[config.mk]
export PLATFORM = sky130hd
export DESIGN_NAME = uart_rx
export DESIGN_NICKNAME = d
export VERILOG_FILES = /design/src/rtl/uart_rx.sv
export SDC_FILE = /design/constraint.sdc
export NUM_CORES = 1
export LEC_CHECK = 0
export BUFFER_PORTS_ARGS = -buffer_cell sky130_fd_sc_hd__clkbuf_2
export CORE_MARGIN = 3
export CORE_UTILIZATION = 64
export CTS_BUF_LIST = sky130_fd_sc_hd__clkbuf_8
export DETAILED_ROUTE_END_ITERATION = 7
export PLACE_DENSITY_LB_ADDON = 0.1
export SLEW_MARGIN = 30
export SYNTH_ARGS = -nofsm -noshare
export SYNTH_HDL_FRONTEND = slang
export SYNTH_SLANG_ARGS = --single-unit
export TNS_END_PERCENT = 100
[constraint.sdc]
create_clock -name clk -period 2.7 [get_ports clk]
set_input_delay 0.405 -clock clk [delete_from_list [all_inputs] [get_ports clk]]
set_output_delay 0.405 -clock clk [all_outputs]
set_load 0.05 [all_outputs]
[src/rtl/uart_rx.sv]
// uart_rx: 8N1 serial receiver with a one-byte holding register.
//   clk        sole clock, rising edge
//   rst        asynchronous active-high reset
//   rx         serial line (asynchronous, idle high)
//   rd_en      consumer acknowledge; clears rd_rdy and both sticky flags
//   dout       last valid byte received
//   rd_rdy     dout holds an unread byte
//   frame_err  sticky: a stop bit was sampled low
//   overrun    sticky: an unread byte was overwritten
module uart_rx #(
  parameter int unsigned CLKS_PER_BIT = 16
) (
  input  logic       clk,
  input  logic       rst,
  input  logic       rx,
  input  logic       rd_en,
  output logic [7:0] dout,
  output logic       rd_rdy,
  output logic       frame_err,
  output logic       overrun
);

  localparam int unsigned CNT_W = $clog2(CLKS_PER_BIT);
  localparam logic [CNT_W-1:0] HALF_LAST = CNT_W'(CLKS_PER_BIT / 2 - 1);
  localparam logic [CNT_W-1:0] BIT_LAST  = CNT_W'(CLKS_PER_BIT - 1);

  typedef enum logic [2:0] {
    S_IDLE,
    S_START,
    S_DATA,
    S_STOP,
    S_BRK
  } state_e;

  state_e           state_q, state_d;
  logic [CNT_W-1:0] cnt_q, cnt_d;
  logic [2:0]       idx_q, idx_d;
  logic [7:0]       shift_q, shift_d;
  logic             rx_meta_q, rx_meta_d;
  logic             rxs_q, rxs_d;
  logic [7:0]       dout_q, dout_d;
  logic             rd_rdy_q, rd_rdy_d;
  logic             frame_err_q, frame_err_d;
  logic             overrun_q, overrun_d;

  // State and output registers
  always_ff @(posedge clk or posedge rst) begin
    if (rst) begin
      state_q     <= S_IDLE;
      cnt_q       <= '0;
      idx_q       <= '0;
      shift_q     <= '0;
      rx_meta_q   <= 1'b1;
      rxs_q       <= 1'b1;
      dout_q      <= '0;
      rd_rdy_q    <= 1'b0;
      frame_err_q <= 1'b0;
      overrun_q   <= 1'b0;
    end else begin
      state_q     <= state_d;
      cnt_q       <= cnt_d;
      idx_q       <= idx_d;
      shift_q     <= shift_d;
      rx_meta_q   <= rx_meta_d;
      rxs_q       <= rxs_d;
      dout_q      <= dout_d;
      rd_rdy_q    <= rd_rdy_d;
      frame_err_q <= frame_err_d;
      overrun_q   <= overrun_d;
    end
  end

  // Next-state, bit timing and consumer handshake
  always_comb begin
    state_d     = state_q;
    cnt_d       = cnt_q;
    idx_d       = idx_q;
    shift_d     = shift_q;
    rx_meta_d   = rx;
    rxs_d       = rx_meta_q;
    dout_d      = dout_q;
    rd_rdy_d    = rd_rdy_q;
    frame_err_d = frame_err_q;
    overrun_d   = overrun_q;

    // Consumer clears come first so a same-cycle set below wins.
    if (rd_en) begin
      rd_rdy_d    = 1'b0;
      frame_err_d = 1'b0;
      overrun_d   = 1'b0;
    end

    case (state_q)
      S_IDLE: begin
        if (!rxs_q) begin
          state_d = S_START;
          cnt_d   = '0;
        end
      end
      S_START: begin
        // Re-check mid start bit; a high line here was only a glitch.
        if (cnt_q == HALF_LAST) begin
          cnt_d   = '0;
          idx_d   = '0;
          state_d = rxs_q ? S_IDLE : S_DATA;
        end else begin
          cnt_d = cnt_q + CNT_W'(1);
        end
      end
      S_DATA: begin
        if (cnt_q == BIT_LAST) begin
          cnt_d          = '0;
          shift_d[idx_q] = rxs_q;
          idx_d          = idx_q + 3'd1;
          if (idx_q == 3'd7) begin
            state_d = S_STOP;
          end
        end else begin
          cnt_d = cnt_q + CNT_W'(1);
        end
      end
      S_STOP: begin
        if (cnt_q == BIT_LAST) begin
          cnt_d = '0;
          if (rxs_q) begin
            state_d  = S_IDLE;
            dout_d   = shift_q;
            rd_rdy_d = 1'b1;
            // A read in the same cycle consumes the old byte: no overrun.
            if (rd_rdy_q && !rd_en) begin
              overrun_d = 1'b1;
            end
          end else begin
            state_d     = S_BRK;
            frame_err_d = 1'b1;
          end
        end else begin
          cnt_d = cnt_q + CNT_W'(1);
        end
      end
      S_BRK: begin
        // Hold off until the line returns high so a break flags only once.
        if (rxs_q) begin
          state_d = S_IDLE;
        end
      end
      default: state_d = S_IDLE;
    endcase
  end

  assign dout      = dout_q;
  assign rd_rdy    = rd_rdy_q;
  assign frame_err = frame_err_q;
  assign overrun   = overrun_q;

endmodule
==> impl_metrics.yaml, run 1 <==
power:
  peakVddDrop_uv: 784
  leakagePower_nw: 0.787
  p_per_area_nw_per_um2: 754
floorplan:
  initial_core_util: 0.706
  die_area_um2: 2860
  num_rows: 16
  fp.dieW_um: 53.5
  io_pins: 15
  dieHeight_um: 53.5
  core_area_um2: 2040
drt:
  ant_nets: 0
  avgRoutedWirePerCell_um: 15.2
  firstDrtPassIters: 4
  viasPerCell: 6.05
  drt_iter0_drc: 27
  wl_mm: 2.46
  drc: 0
  vias: 980
final_layout:
  syn2layout_area_growth_pct: 11.3
  utilization: 0.786
  n_antenna_cell: 0
  drive_gt1_frac: 0.341
  fin_nets: 143
  layout_common_cells: "29 x dfrtp_1, 18 x mux2_2, 14 x clkbuf_2"
  mostFrequentLayoutCell: "dfrtp_1"
sta:
  post-route-min-period_ns: 1.81
  tightest_slew_ns: 0.458
  slew_headroom: 0.695
  fin_crit_sh: 0.670
  slew_viol_final: 0
  finalSetupViolCount: 0
  skew_ns: 0.00365
  whs_ns: 0.107
  rsz0062_at_grt: "false"
  final.setup.tns_ns: 0
  hold_viol_final: 0
  fmax_mhz: 553
flow_run:
  maxCapViolations: 0
grt:
  antenna_found_initial: 0
  grt_pass1_vias: 886
  grt_overflow_total: 0
  grt_pass1_wl_mm: 4.06
  grt_max_degree: 21
  grtUsageTotal: 0.213
place:
  gp_congestion: 0.770
  port_buffers: 14
  dpl.hpwl_mm: 1.80
clocking:
  clk_pin_slew_ns: 0.06
  clkLatencyLatePin_ns: 0.27
  post_cts_resized: 0
  cts_tree: "yes"
  clockBufferDepth: 2
  post_cts_buffers: 0
  cts-root-buf: "clkbuf_8"
  h-tree-depth: 2
  cts.sinks: 31
  cts.hold.buffers_added: 0
  numCtsBuffers: 5
synth:
  yosysTopAreaCellShare: 0.503
  yosysTopAreaCell: "dfrtp_1"
  ys.flop_type: "dfrtp_1"
  ys_warn_count: 0
  synthCells: 119
  syn-cell-area_um2: 1440
  syn_nets: 126
  yosys-top-cells-area: "dfrtp_1 50%, mux2_2 14%, dfstp_2 3.6%"
  synth_seq_cells: 31
  synth_cell_types: 40
  ys_seq_area_frac: 0.540
  post_synth.cell_area_avg_um2: 12.1
  synth_edf_count: 0
  async_reset_ff_frac: 1.00
critical_path:
  worstPathArrival_ns: 1.96
  required_ns: 2.86
  setup.worst_path.end_class: "flop"
  cp-start-kind: "flop"
  cp_max_fo: 15
  path_class: "flop to flop"
hold_path:
  hold_class: "input port to asynchronous set/reset pin"
outcome:
  status: "complete, no violations"
[stage by stage]
stage / area (um^2) / cells / power (W) / setup WS [ns]
2_1_floorplan: 1440 / 119 / 0.000837 / 1.18
3_3_place_gp: 1530 / 156 / 0.000886 / 0.909
3_5_place_dp: 1530 / 156 / 0.000902 / 0.880
4_1_cts: 1600 / 162 / 0.00122 / 0.871
5_1_grt: 1600 / 162 / 0.00129 / 0.803
6_report: 1600 / 162 / 0.00121 / 0.892
[kinds of logic (layout without fill, tap and decap cells)]
| group | Yosys count | after routing | synth area share |
|---|---|---|---|
| flops | 31 | 31 | 0.540 |
| mux | 19 | 19 | 0.148 |
| fa+ha+maj | 3 | 3 | 0.0260 |
| compound gates | 20 | 20 | 0.104 |
| buf+inv | 12 | 28 | 0.0330 |
| simple gates | 33 | 33 | 0.143 |
| xor+xnor | 1 | 1 | 0.00608 |
[synth_stat cells (2+ instances only)]
master	number
o22ai_1	2
and3b_1	2
ha_1	3
and3_1	2
nand2_1	2
o21ba_2	2
buf_2	2
inv_1	7
clkbuf_1	3
dfrtp_1	29
nor2b_1	3
dfstp_2	2
a21oi_1	3
o21ai_0	2
nor2_1	4
nand3_1	9
mux2_2	18
nand4_1	2
[layer usage]
layer  vias to the layer above  part of all wire  track usage
met5                         -                 0            0
met4                         0             0.024        0.128
met3                         5             0.063       0.0845
met2                        35              0.45        0.302
met1                       470              0.46        0.268
li1                        470                 -            -
[critical path, cell delays in order, from the launching register on]
cell and delay (ns):
dfrtp_1 0.62, or3b_1 0.42, a211oi_2 0.28, mux2_2 0.37
[layout make-up]
class	instances	area, um^2
fillers	130	438
repair buffers	15	77.6
inverters	7	26.3
well taps	27	33.8
flip-flops and latches	31	778
clock buffers	5	68.8
multi-input cells	76	616
clock inverters	1	3.75
[power by group]
part           total (W)  switching [W]  internal [W]  leakage (nW)
combinational   0.000260       0.000132      0.000129         0.330
clock           0.000309       0.000142      0.000167        0.0413
sequential      0.000640       0.000118      0.000521         0.417
[final timing paths]
kind / start / end / slack, ns / cells after the start
max in group asynchronous: rst / shift_q[6]$_DFFE_PP0P_ / 1.98 / 3
hold / removal: rst / cnt_q[1]$_DFFE_PP0P_ / 0.11 / 2
min in group clk: rx / rx_meta_q$_DFF_PP1_ / 0.21 / 1
setup reg to reg: state_q[0]$_DFFE_PP0P_ / idx_q[1]$_DFFE_PP0P_ / 0.89 / 3
hold reg to reg: rx_meta_q$_DFF_PP1_ / rxs_q$_DFF_PP1_ / 0.36 / 0
setup / recovery: state_q[0]$_DFFE_PP0P_ / idx_q[1]$_DFFE_PP0P_ / 0.89 / 3
[flip-flops by register name (all words and copies together), names as in the netlist]
register / flops
dout: 8
shift_q: 8
cnt_q: 4
idx_q: 3
state_q: 3
frame_err: 1
overrun: 1
rd_rdy: 1
rx_meta_q: 1
rxs_q: 1
No activity file was read; power rests on OpenSTA's default activity.
==> run 2, diff against run 1 <==
- CORE_UTILIZATION: 64 -> 54
- clock period: 2.7 -> 1.6 ns (I/O delays scaled with it)
==> run 2 against run 1 <==
  * The run now ends with setup timing left
  * Worst hold slack worse by 0.065 ns
  * Clock-buffer cell count up 1
  * Die area grew 16%
  * Cell count is 12% higher
  * Via count is 4.3% higher
  * Clock skew is 0.0013 ns higher
  * Global-route usage down 1.3 points
  * Critical path type unchanged
  * Largest power group unchanged
==> impl_metrics.yaml, run 2 (synthesis gave the netlist of run 1 again) <==
critical_path:
  crit_family: "simple AND/OR/NAND/NOR gates"
  cp_max_fo: 3
  crit_end: "idx_q[2]$_DFFE_PP0P_"
  cpMaxStageDelayCell: "or3b_4"
  ff2ff_setup_slack_ns: -0.02
  cp_num_buf_inv: 0
  worstPathArrival_ns: 1.78
  path_cells: "or3b_4, a211oi_4, mux2_4"
  crit_cells: 3
  rr_startpoint: "state_q[0]$_DFFE_PP0P_"
  required_ns: 1.76
  path_class: "flop to flop"
  slowest_delay_ns: 0.41
  reg2regPathDepth: 3
  critPathLaunch: "state_q[0]$_DFFE_PP0P_"
  setup.worst_path.end_class: "flop"
  cp-start-kind: "flop"
  reg2reg_to: "idx_q[2]$_DFFE_PP0P_"
final_layout:
  mostFrequentLayoutCell: "dfrtp_1"
  syn2layout_area_growth_pct: 26.8
  fin_nets: 157
  layout_common_cells: "29 x dfrtp_1, 16 x mux2_2, 14 x clkbuf_2"
  utilization: 0.731
  n_antenna_cell: 0
  nFillCells: 178
  drive_gt1_frac: 0.430
flow_run:
  maxCapViolations: 0
sta:
  fin_crit_sh: 1.01
  rsz0062_at_grt: "true"
  post-route-min-period_ns: 1.62
  slew_viol_final: 0
  hold_viol_final: 0
  skew_ns: 0.00493
  fmax_mhz: 616
  slew_headroom: 0.622
  final.setup.tns_ns: -0.0347
  setup_ws_ns: -0.0223
  finalSetupViolCount: 2
  tightest_slew_ns: 0.567
drt:
  viasPerCell: 5.65
  firstDrtPassIters: 4
  drc: 0
  avgRoutedWirePerCell_um: 15.5
  drt_iter0_drc: 52
  vias: 1022
  ant_nets: 0
  wl_mm: 2.80
floorplan:
  initial_core_util: 0.577
  die_area_um2: 3330
  core_area_um2: 2500
  num_rows: 18
  fp.dieW_um: 57.7
  dieHeight_um: 57.7
  io_pins: 15
grt:
  grt_overflow_total: 0
  antenna_found_initial: 0
  grtUsageTotal: 0.199
  grt_pass1_wl_mm: 4.90
  grt_pass1_vias: 1000
  grt_max_degree: 20
clocking:
  clkLatencyLatePin_ns: 0.28
  h-tree-depth: 2
  numCtsBuffers: 5
  clockBufferDepth: 2
  cts_tree: "yes"
  clk_pin_slew_ns: 0.06
  cts.sinks: 31
  post_cts_buffers: 0
  cts-root-buf: "clkbuf_8"
place:
  gp_congestion: 0.792
  port_buffers: 14
  dpl.hpwl_mm: 2.00
power:
  peakVddDrop_uv: 1110
  p_per_area_nw_per_um2: 1370
  leakagePower_nw: 0.896
outcome:
  violations: "setup timing"
  status: "complete, but fails checks"
hold_path:
  hold_class: "input port to flop"
==> run 2: cell count changes in the layout (fill, tap and decap cells not counted), sizes merged <==
cell / before / now
bufinv: 0 / 1
buf: 1 / 14
inv: 8 / 7
clkinv: 0 / 1
dlygate4sd3: 0 / 1
clkbuf: 19 / 20
==> run 2: layout make-up <==
| class | instances | area (um^2) | area share |
|---|---|---|---|
| clock inverters | 2 | 35.0 | 0.0192 |
| clock buffers | 6 | 82.6 | 0.0452 |
| flip-flops and latches | 31 | 778 | 0.426 |
| well taps | 30 | 37.5 | 0.0205 |
| multi-input cells | 76 | 646 | 0.353 |
| repair buffers | 29 | 223 | 0.122 |
| inverters | 7 | 26.3 | 0.0144 |
==> run 2: metrics by stage <==
stage               std cells  cell area, um^2  hold WS [ns]  total power [W]  setup WS [ns]
global placement          172             1670         0.283          0.00164         0.0739
detailed placement        172             1670         0.299          0.00169        -0.0211
floorplan                 119             1440         0.244          0.00141         0.0754
finish                    181             1830        0.0413          0.00250        -0.0223
CTS                       181             1810        0.0311          0.00249        -0.0269
global route              181             1830        0.0313          0.00265        -0.0588
==> run 2: how the worst min path moves through the flow <==
stage	from	end	slack, ns	cells after the start
6_report	rx	rx_meta_q$_DFF_PP1_	0.04	1
5_1_grt	rx	rx_meta_q$_DFF_PP1_	0.03	1
4_1_cts	rx	rx_meta_q$_DFF_PP1_	0.03	1
3_5_place_dp	rst	overrun$_DFF_PP0_	0.30	2
3_3_place_gp	rst	overrun$_DFF_PP0_	0.28	2
2_1_floorplan	rx	rx_meta_q$_DFF_PP1_	0.24	0
==> run 2: where the power goes <==
group	total [W]	internal, W	switching [W]	leakage [nW]
clock	0.000778	0.000503	0.000275	0.0612
combinational	0.000768	0.000369	0.000400	0.418
sequential	0.000957	0.000881	0.0000758	0.417
total	0.00250	0.00175	0.000750	0.896
==> run 2: per-layer routing <==
metal | vias to the layer above | global-route usage | wire length [um]
met3 | 6 | 0.0735 | 128
met5 | - | 0 | 0
met2 | 22 | 0.290 | 1320
li1 | 496 | - | -
met4 | 0 | 0.0795 | 36
met1 | 498 | 0.271 | 1310
==> run 2: repair_timing <==
| action | in CTS | in global routing |
|---|---|---|
| endpoints found under the hold margin | 9 | 0 |
| resized for setup | 2 | 5 |
| pin swaps | 0 | 1 |
| cloned | 0 | 0 |
| endpoints found under the setup margin | 3 | 15 |
| hold buffers | 1 | 0 |
==> run 3, diff against run 2 <==
- GPL_TIMING_DRIVEN: default -> 0
==> run 3 against run 2 <==
  * The flow now finishes without violations
  * Cell count is 2.2% lower
  * Critical endpoint unchanged
  * Flip-flop and latch count stayed put
  * Sequential share of layout area grew 2.2 points
  * Die area unchanged
==> impl_metrics.yaml, run 3 (synthesis gave the netlist of run 1 again) <==
drt:
  firstDrtPassIters: 4
  avgRoutedWirePerCell_um: 15.1
  viasPerCell: 5.53
  vias: 978
  wl_mm: 2.67
  drc: 0
  ant_nets: 0
  drt_iter0_drc: 40
critical_path:
  cp-start-kind: "flop"
  worstPathArrival_ns: 1.76
  cp_max_fo: 6
  setup.worst_path.end_class: "flop"
  path_class: "flop to flop"
  required_ns: 1.76
final_layout:
  layout_common_cells: "28 x dfrtp_1, 18 x mux2_2, 15 x clkbuf_2"
  syn2layout_area_growth_pct: 20.7
  n_antenna_cell: 0
  fin_nets: 154
  drive_gt1_frac: 0.415
  fin_area_um2: 1740
  mostFrequentLayoutCell: "dfrtp_1"
grt:
  antenna_found_initial: 0
  grt_pass1_wl_mm: 4.66
  grt_overflow_total: 0
  grt_max_degree: 32
  grtUsageTotal: 0.192
  grt_pass1_vias: 984
floorplan:
  initial_core_util: 0.577
  num_rows: 18
  dieHeight_um: 57.7
  die_area_um2: 3330
  fp.dieW_um: 57.7
  core_area_um2: 2500
  io_pins: 15
sta:
  finalSetupViolCount: 0
  post-route-min-period_ns: 1.59
  slew_headroom: 0.578
  tightest_slew_ns: 0.633
  fmax_mhz: 627
  fin_crit_sh: 0.997
  skew_ns: 0.00263
  hold_viol_final: 0
  slew_viol_final: 0
  final.setup.tns_ns: 0
  rsz0062_at_grt: "true"
hold_path:
  hold_class: "input port to asynchronous set/reset pin"
power:
  leakagePower_nw: 0.843
  p_per_area_nw_per_um2: 1300
  peakVddDrop_uv: 1120
clocking:
  cts_tree: "yes"
  h-tree-depth: 2
  clkLatencyLatePin_ns: 0.28
  clockBufferDepth: 2
  cts.hold.buffers_added: 0
  cts.sinks: 31
  cts-root-buf: "clkbuf_8"
  clk_pin_slew_ns: 0.06
  numCtsBuffers: 5
place:
  dpl.hpwl_mm: 1.83
  port_buffers: 14
  gp_congestion: 0.813
  placed_area_um2: 1550
flow_run:
  maxCapViolations: 0
outcome:
  status: "complete, no violations"
## run 3: cell count changes in the layout (fill, tap and decap cells not counted), sizes merged
cell	previous run	this run
dlygate4sd3	1	0
clkbuf	20	23
buf	14	9
bufinv	1	0
## run 3: layer usage
layer	routed length (um)	global-route usage	up-vias
li1	-	-	488
met1	1290	0.250	464
met2	1260	0.282	21
met3	88	0.0802	5
met4	35	0.0795	0
met5	0	0	-
## run 3: cell type report
class / count / area (um^2)
Tap cell: 30 / 37.5
Multi-Input combinational cell: 76 / 638
Fill cell: 184 / 761
Clock buffer: 6 / 82.6
Clock inverter: 1 / 5.00
Sequential cell: 31 / 779
Inverter: 7 / 26.3
Buffer: 5 / 31.3
Timing Repair Buffer: 21 / 139
## run 3: power by group
group	switching, W	leakage, nW	internal, W	total (W)
Clock	0.000269	0.0470	0.000337	0.000606
Sequential	0.000115	0.415	0.000883	0.000998
Combinational	0.000345	0.381	0.000307	0.000652
Total	0.000729	0.843	0.00153	0.00226
## run 3: path summary, 6_finish.rpt
| kind | from | endpoint | cells past startpoint | slack [ns] |
|---|---|---|---|---|
| setup / recovery | state_q[1]$_DFFE_PP0P_ | idx_q[2]$_DFFE_PP0P_ | 3 | 0.005 |
| hold / removal | rst | dout[3]$_DFFE_PP0P_ | 2 | 0.02 |
| setup reg to reg | state_q[1]$_DFFE_PP0P_ | idx_q[2]$_DFFE_PP0P_ | 3 | 0.005 |
| hold reg to reg | rx_meta_q$_DFF_PP1_ | rxs_q$_DFF_PP1_ | 0 | 0.36 |
| max in group asynchronous | rst | cnt_q[3]$_DFFE_PP0P_ | 2 | 1.13 |
| min in group clk | rx | rx_meta_q$_DFF_PP1_ | 1 | 0.04 |
## run 3: what timing repair did
item,in CTS,in global routing
gates resized for setup,5,6
setup buffers,5,2
endpoints found under the setup margin,16,18
gates cloned,0,0
pin swaps,2,2
## run 3: worst max-delay path, stage by stage, from the launching register on
cell	delay, ns
dfrtp_1	0.42
or3b_1	0.38
a211oi_2	0.31
mux2_2	0.37
## run 3: through the flow
step | setup slack [ns] | utilization | instances | total power, W | hold slack, ns
finish | 0.00510 | 0.696 | 177 | 0.00226 | 0.0229
global route | -0.0424 | 0.696 | 177 | 0.00241 | 0.0234
CTS | 0.00593 | 0.680 | 175 | 0.00221 | 0.0312
detailed placement | -0.194 | 0.620 | 163 | 0.00154 | 0.331
global placement | -0.125 | 0.620 | 163 | 0.00151 | 0.328
floorplan | 0.0754 | - | 119 | 0.00141 | 0.244
